==> src/rtl/mem_stage_lsu.sv <==
// mem_stage_lsu: memory-access stage load/store unit.
// Sits between the EX/MEM and MEM/WB pipeline registers. It turns a load or
// store into a req/ack data-memory transaction and stalls the pipeline while
// the transaction is outstanding. It also produces the write-back value and
// the register-write enable for MEM/WB.
//
// Optional feature: define MEM_TIMEOUT_EN to enable the WAIT timeout. After
// TIMEOUT_CYCLES WAIT cycles without mem_ack, the unit pulses bus_err and
// retires the instruction with no register write.
//
// Ports:
//   clk, rst                    clock (rising edge), async active-low reset
//   mem_read_in, mem_write_in   EX/MEM load / store flags (both set = store)
//   size_in, sign_ext_in        access size (00 B, 01 H, 1x W), load extension
//   alu_result_in               ALU result / effective address
//   store_data_in               store source value
//   IP_write_in                 EX/MEM register write enable
//   mem_req/we/addr/be/wdata    registered data-memory request bus
//   mem_ack, mem_rdata          one-cycle acknowledge with read data
//   stall                       hold the pipeline
//   data_out, IP_write_out      to MEM/WB
//   misalign_err                current access is misaligned (combinational)
//   bus_err                     one-cycle timeout pulse
module mem_stage_lsu #(
  parameter int TIMEOUT_CYCLES = 16
) (
  input  logic        clk,
  input  logic        rst,
  input  logic        mem_read_in,
  input  logic        mem_write_in,
  input  logic [1:0]  size_in,
  input  logic        sign_ext_in,
  input  logic [31:0] alu_result_in,
  input  logic [31:0] store_data_in,
  input  logic        IP_write_in,
  output logic        mem_req,
  output logic        mem_we,
  output logic [31:0] mem_addr,
  output logic [3:0]  mem_be,
  output logic [31:0] mem_wdata,
  input  logic        mem_ack,
  input  logic [31:0] mem_rdata,
  output logic        stall,
  output logic [31:0] data_out,
  output logic        IP_write_out,
  output logic        misalign_err,
  output logic        bus_err
);

  typedef enum logic [1:0] {IDLE = 2'd0, WAIT = 2'd1, DONE = 2'd2} state_t;

  state_t      state;
  logic [31:0] rdata_q;
  logic        err_q;
  logic        mem_op;
  logic        misaligned;
  logic        launch;

  function automatic logic [3:0] store_be(input logic [1:0] sz, input logic [1:0] lane,
                                          input logic st);
    logic [3:0] be;
    be = 4'b1111;
    if (st) begin
      case (sz)
        2'b00:   be = 4'b0001 << lane;
        2'b01:   be = lane[1] ? 4'b1100 : 4'b0011;
        default: be = 4'b1111;
      endcase
    end
    return be;
  endfunction

  function automatic logic [31:0] store_wdata(input logic [1:0] sz, input logic [31:0] sd);
    logic [31:0] wd;
    case (sz)
      2'b00:   wd = {4{sd[7:0]}};
      2'b01:   wd = {2{sd[15:0]}};
      default: wd = sd;
    endcase
    return wd;
  endfunction

  function automatic logic [31:0] load_fmt(input logic [31:0] w, input logic [1:0] sz,
                                           input logic [1:0] lane, input logic sx);
    logic        [7:0]  b;
    logic        [15:0] h;
    logic signed [7:0]  b_s;
    logic signed [15:0] h_s;
    logic signed [31:0] ext;
    b   = 8'(w >> {lane, 3'b000});
    h   = lane[1] ? w[31:16] : w[15:0];
    b_s = b;
    h_s = h;
    case (sz)
      2'b00:   ext = sx ? 32'(b_s) : {24'd0, b};
      2'b01:   ext = sx ? 32'(h_s) : {16'd0, h};
      default: ext = w;
    endcase
    return ext;
  endfunction

  assign mem_op = mem_read_in | mem_write_in;

  always_comb begin
    misaligned = 1'b0;
    case (size_in)
      2'b00:   misaligned = 1'b0;
      2'b01:   misaligned = alu_result_in[0];
      default: misaligned = |alu_result_in[1:0];
    endcase
  end

  assign misalign_err = mem_op & misaligned;
  assign launch       = (state == IDLE) & mem_op & ~misaligned;
  assign stall        = launch | (state == WAIT);

  // EX/MEM inputs are held by the stall, so DONE can still decode the
  // instruction that launched the transaction.
  always_comb begin
    data_out     = alu_result_in;
    IP_write_out = IP_write_in;
    if (state == DONE) begin
      if (err_q) begin
        data_out     = 32'd0;
        IP_write_out = 1'b0;
      end else if (!mem_write_in) begin
        data_out = load_fmt(rdata_q, size_in, alu_result_in[1:0], sign_ext_in);
      end
    end else if (state == IDLE && misalign_err) begin
      data_out     = 32'd0;
      IP_write_out = 1'b0;
    end
  end

`ifdef MEM_TIMEOUT_EN
  logic [7:0] tmo_cnt;
`else
  logic unused_timeout;
  assign unused_timeout = &{1'b0, 8'(TIMEOUT_CYCLES)};
  assign err_q          = 1'b0;
  assign bus_err        = 1'b0;
`endif

  always_ff @(posedge clk or negedge rst) begin
    if (!rst) begin
      state     <= IDLE;
      mem_req   <= 1'b0;
      mem_we    <= 1'b0;
      mem_addr  <= 32'd0;
      mem_be    <= 4'd0;
      mem_wdata <= 32'd0;
      rdata_q   <= 32'd0;
`ifdef MEM_TIMEOUT_EN
      tmo_cnt   <= 8'd0;
      err_q     <= 1'b0;
      bus_err   <= 1'b0;
`endif
    end else begin
`ifdef MEM_TIMEOUT_EN
      bus_err <= 1'b0;
`endif
      case (state)
        IDLE: begin
          if (launch) begin
            mem_req   <= 1'b1;
            mem_we    <= mem_write_in;
            mem_addr  <= {alu_result_in[31:2], 2'b00};
            mem_be    <= store_be(size_in, alu_result_in[1:0], mem_write_in);
            mem_wdata <= store_wdata(size_in, store_data_in);
            state     <= WAIT;
`ifdef MEM_TIMEOUT_EN
            tmo_cnt   <= 8'd0;
            err_q     <= 1'b0;
`endif
          end
        end
        WAIT: begin
          // An ack on the limit cycle takes priority over the timeout.
          if (mem_ack) begin
            rdata_q <= mem_rdata;
            mem_req <= 1'b0;
            state   <= DONE;
          end
`ifdef MEM_TIMEOUT_EN
          else if (tmo_cnt == 8'(TIMEOUT_CYCLES - 1)) begin
            tmo_cnt <= tmo_cnt + 8'd1;
            mem_req <= 1'b0;
            bus_err <= 1'b1;
            err_q   <= 1'b1;
            state   <= DONE;
          end else begin
            tmo_cnt <= tmo_cnt + 8'd1;
          end
`endif
        end
        DONE: begin
          state <= IDLE;
        end
        default: state <= IDLE;
      endcase
    end
  end

endmodule

==> config.mk <==
export PLATFORM = sky130hd
export DESIGN_NAME = mem_stage_lsu
export DESIGN_NICKNAME = d
export VERILOG_FILES = /design/src/rtl/mem_stage_lsu.sv
export SDC_FILE = /design/constraint.sdc
export NUM_CORES = 1
export LEC_CHECK = 0
export BUFFER_PORTS_ARGS = -buffer_cell sky130_fd_sc_hd__clkbuf_2
export CORE_AREA = 3 3 108 187
export DETAILED_ROUTE_END_ITERATION = 16
export DIE_AREA = 0 0 111 190
export PLACE_DENSITY_LB_ADDON = 0.1
export SYNTH_ARGS = -nofsm -noshare
export SYNTH_HDL_FRONTEND = slang
export SYNTH_SLANG_ARGS = --single-unit
==> constraint.sdc <==
create_clock -name clk -period 2.1 [get_ports clk]
set_input_delay 0.105 -clock clk [delete_from_list [all_inputs] [get_ports clk]]
set_output_delay 0.105 -clock clk [all_outputs]
set_load 0.1 [all_outputs]
==> flow_summary.toml, run 1 <==
[floorplanning]
die_h_um = 190
initial_utilization_pct = 29.73
die-area_um2 = 21090
core-area_um2 = 18750
die_x_um = 111
rows = 66
io_pins = 211

[setup_path]
slowest_stage = "dfrtp_2"
arrival_ps = 2150
cp_max_fo = 8
crit_path_start_kind = "flip-flop"
crit_path_max_incr_delay_ps = 430
crit_required_ps = 2000
path_cells = "mux2_4 > a222oi_1 > nor2_1 > buf_6 > o31a_4 > buf_12"
crit_path_end_kind = "output pin"
crit_type = "flip-flop to output pin"

[yosys]
synth_flop_cell = "dfrtp_1"
yosysTopAreaCell = "dfrtp_1"
synth_xor_area_share_pct = 0
synth-edff-count = 0
synth_top_area_share_pct = 45.80
yosys_warnings = 0
synthAdderAreaFrac_pct = 0
synth.avg_cell_area_um2 = 10.04
synthArstFlopShare_pct = 100.0
synth_top_family_by_area = "compound AO/OA/AOI/OAI gates"
ys_seq_area_share_pct = 45.80
yosys-top-cells-area = "dfrtp_1 46%, mux2_2 9.3%, nand2_1 8.4%"
yosys.area_share.simple_pct = 12.62
ys_types = 49
synth_area_um2 = 5573
ys_ff_latch = 102
synth-compound-area-share_pct = 22.18
synthMuxAreaShare_pct = 14.64
netlist_instances = 555

[layout]
area_delta_synth_final_pct = 56.08
layout_commonest_cell = "clkbuf_2"
layout.nets = 924
fillers = 1802
drive_gt1_share_pct = 45.69
final_cells = 1061
antenna-diode-count = 0
layout_common_cells = "171 x clkbuf_2, 125 x nand2_1, 97 x dfrtp_1"

[placement]
io_buffers = 207
routabilityCongestion = 0.9099
dp.cells = 988
hpwl_um = 16560
pre_cts_ws_ps = -155.6

[sta]
max_clock_freq_mhz = 442.8
setup_viol = 17
slew_headroom_pct = 53.74
fin_worst_skew_ps = 7.700
rsz0062_at_grt = "yes"
fin_setup_tns_ps = -2346
period_share_pct = 107.5
slew_viol_final = 0
hold_violations = 0
hold_ws_ps = 19.88
setup_slack_ps = -158.4
tightest_slew_ps = 690.2
finalCriticalPeriod_ps = 2258

[clock_network]
cts.clk_slew.worst_paths_ps = 70
ctsHtreeMaxLevel = 3
numCtsBuffers = 9
root_buffer = "clkbuf_16"
cts_buffer_depth = 2
clkLatencyLatePin_ps = 350
cts_sinks = 102
tritoncts = "done"

[hold_path]
hold_path.class = "primary input to flip-flop"

[job]
max_cap_viol_count = 0

[global_route]
grt_start_max_net_pins = 67
grt_overflow = 0
grt_use_total_pct = 19.93
grt_first_pass_wirelength_um = 32750
antenna_found_initial = 0
grt_pass1_vias = 5683

[route]
routed_wl_um = 21720
num_vias = 5411
drc = 0
drtIter0Drc = 339
ant_nets = 0
vias_per_cell = 5.100
avgRoutedWirePerCell_um = 20.48
dr.pass1.iters = 5

[pwr]
power_density_nw_per_um2 = 1636
seqPwrFrac_pct = 24.8
internal_power_w = 0.006025
combPwrFrac_pct = 63.5
power.share.clock_pct = 11.7
finalPower_w = 0.01423
leakagePower_nw = 4.249
vdd_drop_max_mv = 0.8487
switching_share_pct = 57.67
p_switching_w = 0.008208

[outcome]
violations = "setup timing"
status = "finished with violations"
==> worst max-delay path: cells and delay by family (launching register included) <==
family                 cells  cell delay (ps)
and+or+nand+nor            1              130
buffers and inverters      2              350
muxes                      1              280
DFF                        1              430
AOI/OAI and AO/OA          2              600
==> cell type report <==
cell class	count	area, um2	share of cell area, %
Tap cell	238	297.8	3.423
Timing Repair Buffer	297	2422	27.85
Multi-Input combinational cell	404	3119	35.86
Inverter	5	18.77	0.2158
Clock inverter	4	48.80	0.5610
Sequential cell	102	2559	29.42
Clock buffer	11	232.7	2.675
==> cell usage after synthesis, types with 3 or more instances <==
cell type / count
mux2i_1: 24
a22oi_1: 9
buf_6: 5
dfrtp_1: 102
nor2_1: 17
nor2b_1: 3
buf_4: 4
nand3_1: 3
inv_1: 5
a222oi_1: 9
o41a_1: 16
nand2_1: 125
o31a_1: 16
buf_2: 14
a22o_1: 10
o211a_1: 16
a21oi_1: 25
a211oi_1: 4
mux2_2: 46
and2_1: 3
clkbuf_1: 21
o21ai_0: 42
==> through the flow <==
stage | utilization (%) | cell area (um2)
floorplan | - | 5767
global placement | 40.95 | 7676
detailed placement | 40.95 | 7676
CTS | 45.86 | 8596
global route | 46.40 | 8698
finish | 46.40 | 8698
==> power by group through the flow <==
| stage | Sequential, W | Combinational, W | Clock (W) |
|---|---|---|---|
| finish | 0.00352 | 0.00904 | 0.00167 |
| global route | 0.00362 | 0.00940 | 0.00180 |
| CTS | 0.00353 | 0.00900 | 0.00173 |
| detailed placement | 0.00358 | 0.00869 | 0 |
| global placement | 0.00355 | 0.00863 | 0 |
| floorplan | 0.00716 | 0.00289 | 0 |
==> state kept, by name, summed over array words and instances (netlist names) <==
| register | flops |
|---|---|
| mem_we | 1 |
| rdata_q | 32 |
| mem_addr | 30 |
| state | 2 |
| mem_req | 1 |
| mem_be | 4 |
| mem_wdata | 32 |
==> worst paths after layout <==
path / from / to / cells after the start / slack, ps
worst max-delay path: rdata_q[7] / data_out[17] / 6 / -160
worst min-delay path: alu_result_in[7] / mem_addr[7] / 2 / 20
worst max register to register: state[1] / mem_wdata[6] / 6 / 270
worst min register to register: mem_wdata[13] / mem_wdata[13] / 2 / 480
max in group asynchronous: rst / mem_addr[28] / 3 / 1070
min in group asynchronous: rst / mem_wdata[12] / 2 / 280
==> cell families after synthesis <==
family,Yosys count
multiplexers,74
other,1
flip-flops,102
AO/OA/AOI/OAI,161
buffers and inverters,51
AND/OR/NAND/NOR,166
==> repair_timing <==
item / CTS / global route
setup buffers: 11 / 9
gates cloned: 1 / 2
endpoints found under the setup margin: 31 / 31
hold buffers: 35 / 0
pin swaps: 20 / 7
endpoints found under the hold margin: 73 / 0
gates resized for setup: 40 / 3
==> metal layers <==
layer / track usage (%) / part of all wire [%]
met5: 0 / 0
met4: 9.294 / 4.0
met3: 3.565 / 4.4
met2: 37.91 / 55
met1: 21.01 / 36
(Power assumes the default switching activity.)
==> inputs of run 2 (changes only) <==
--- a/config.mk
+++ b/config.mk
@@ -9,7 +9,7 @@
 export CORE_AREA = 3 3 108 187
 export DETAILED_ROUTE_END_ITERATION = 16
 export DIE_AREA = 0 0 111 190
-export PLACE_DENSITY_LB_ADDON = 0.1
+export PLACE_DENSITY = 0.53
 export SYNTH_ARGS = -nofsm -noshare
 export SYNTH_HDL_FRONTEND = slang
 export SYNTH_SLANG_ARGS = --single-unit
==> constraint.sdc (replaced) <==
create_clock -name clk -period 2.1 [get_ports clk]
set_input_delay 0.105 -clock clk [delete_from_list [all_inputs] [get_ports clk]]
set_output_delay 0.105 -clock clk [all_outputs]
set_load 0.005 [all_outputs]
==> run 2 against run 1 <==
  * The run still ends with setup timing left
  * Sequential power hardly changed
  * Via count decreased by 3.9%
  * Clock skew hardly changed
  * Combinational power shrank 64%
  * Final cell count is 1.8% lower
  * Global-route usage decreased by 0.48 points
  * Flip-flop and latch count is the same
==> flow_summary.toml, run 2 (synthesis results as in run 1) <==
[clock_network]
cts_buffer_depth = 2
root_buffer = "clkbuf_16"
ctsHtreeMaxLevel = 3
clkLatencyLatePin_ps = 340
numCtsBuffers = 9
cts.clk_slew.worst_paths_ps = 70
tritoncts = "done"
cts_sinks = 102

[layout]
multi_input_area_um2 = 2919
layout_common_cells = "206 x clkbuf_2, 125 x nand2_1, 100 x dfrtp_1"
utilization_pct = 41.50
drive_gt1_share_pct = 41.54
antenna-diode-count = 0
regArea_um2 = 2555
layout.nets = 905
fillers = 1863
layout_commonest_cell = "clkbuf_2"
largestRegisters = "mem_wdata x32, rdata_q x32, mem_addr x30"
area_delta_synth_final_pct = 39.58
stdcell_area_um2 = 7779

[placement]
io_buffers = 207
routabilityCongestion = 0.8204
place_area_um2 = 6935
hpwl_um = 15750

[global_route]
grt_pass1_vias = 5453
grt_first_pass_wirelength_um = 31910
grt_use_total_pct = 19.46
grt_start_max_net_pins = 79
antenna_found_initial = 0
grt_overflow = 0

[setup_path]
critical_path.top_delay_family = "compound AO/OA/AOI/OAI gates"
path_cells = "buf_4 > mux2i_4 > o22ai_4 > o41a_1 > o31a_1 > clkbuf_2"
reg2reg_depth = 5
crit_path_start_kind = "flip-flop"
r2r-end = "mem_addr[2]"
crit_path_end_kind = "output pin"
cp-endpoint = "data_out[17]"
path_depth = 6
reg2reg_slack_ps = 340
crit_path_max_incr_delay_ps = 440
crit_required_ps = 2000
cp_max_fo = 8
worstPathBufferInverterCount = 2
r2r-start = "state[1]"
critPathLaunch = "rdata_q[15]"
slowest_stage = "dfrtp_2"
crit_type = "flip-flop to output pin"
arrival_ps = 2040

[floorplanning]
io_pins = 211
die-area_um2 = 21090
die_h_um = 190
initial_utilization_pct = 29.73
rows = 66
die_x_um = 111
core-area_um2 = 18750

[route]
num_vias = 5202
vias_per_cell = 4.992
drtIter0Drc = 316
avgRoutedWirePerCell_um = 19.93
routed_wl_um = 20770
dr.pass1.iters = 5
drc = 0
ant_nets = 0

[sta]
slew_headroom_pct = 65.06
slew_viol_final = 0
fin_worst_skew_ps = 7.572
max_clock_freq_mhz = 466.2
setup_viol = 16
finalCriticalPeriod_ps = 2145
period_share_pct = 102.1
hold_violations = 0
tightest_slew_ps = 524.1
rsz0062_at_grt = "yes"
setup_slack_ps = -45.11

[outcome]
status = "finished with violations"
violations = "setup timing"

[job]
max_cap_viol_count = 0

[hold_path]
holdPathStages = 2
min_from = "alu_result_in[6]"
hold_path.class = "primary input to flip-flop"

[pwr]
power_density_nw_per_um2 = 1096
vdd_drop_max_mv = 0.5155
leakagePower_nw = 3.885
run 2: changes by cell type in the layout (fill, tap and decap cells not counted), sizes merged:
cell | previous run | this run
dlygate4sd3 | 35 | 32
nor2 | 18 | 19
clkinvlp | 0 | 1
clkbuf | 183 | 216
buf | 90 | 38
o22ai | 1 | 2
inv | 5 | 8
clkinv | 3 | 0
run 2: how the worst min path moves through the flow:
stage	endpoint	slack, ps
5_1_grt	mem_addr[6]	9
6_report	mem_addr[6]	10
2_1_floorplan	mem_addr[10]	-190
4_1_cts	rdata_q[29]	0.5
3_3_place_gp	mem_wdata[22]	110
3_5_place_dp	mem_wdata[22]	100
run 2: what timing repair did:
action	CTS	global route
setup buffers	7	0
pin swaps	19	4
endpoints found under the setup margin	17	31
hold buffers	30	2
gates resized for setup	13	20
endpoints found under the hold margin	62	2
gates cloned	2	1
run 2: power breakdown:
part	total (W)	switching, W	internal, W
clock network	0.00174	0.000799	0.000938
logic	0.00328	0.00157	0.00171
registers	0.00351	0.000705	0.00280
run 2: routing by layer:
layer  vias up  global-route usage, %  wire (um)
li1       2509                      -          -
met1      2499                  21.77       7879
met2       175                  37.21      11400
met3        19                  2.992       1036
met4         0                  6.401        454
met5         -                      0          0
run 2: final cells by class:
class / instances / share of cell area, %
Tap cell: 238 / 3.828
Clock buffer: 10 / 2.944
Sequential cell: 102 / 32.85
Timing Repair Buffer: 276 / 21.76
Multi-Input combinational cell: 406 / 37.53
Inverter: 5 / 0.2413
Clock inverter: 5 / 0.8525
run 2: worst register-to-register path, delay by kind of cell, from the launching register on:
kind	cells	cell delay, ps
DFF	1	390
muxes	1	340
buffers and inverters	2	470
and+or+nand+nor	2	460
run 2: stage by stage:
| step | setup slack [ps] | TNS, ps | cells | power (W) | hold WS (ps) |
|---|---|---|---|---|---|
| finish | -45.11 | -266.9 | 1042 | 0.008524 | 13.82 |
| global route | -106.5 | -1687 | 1042 | 0.009157 | 9.073 |
| CTS | -34.14 | -261.7 | 1039 | 0.008565 | 0.5018 |
| detailed placement | 8.918 | 0 | 985 | 0.006597 | 104.4 |
| global placement | 26.66 | 0 | 985 | 0.006554 | 108.4 |
| floorplan | 391.7 | 0 | 557 | 0.004979 | -190.6 |
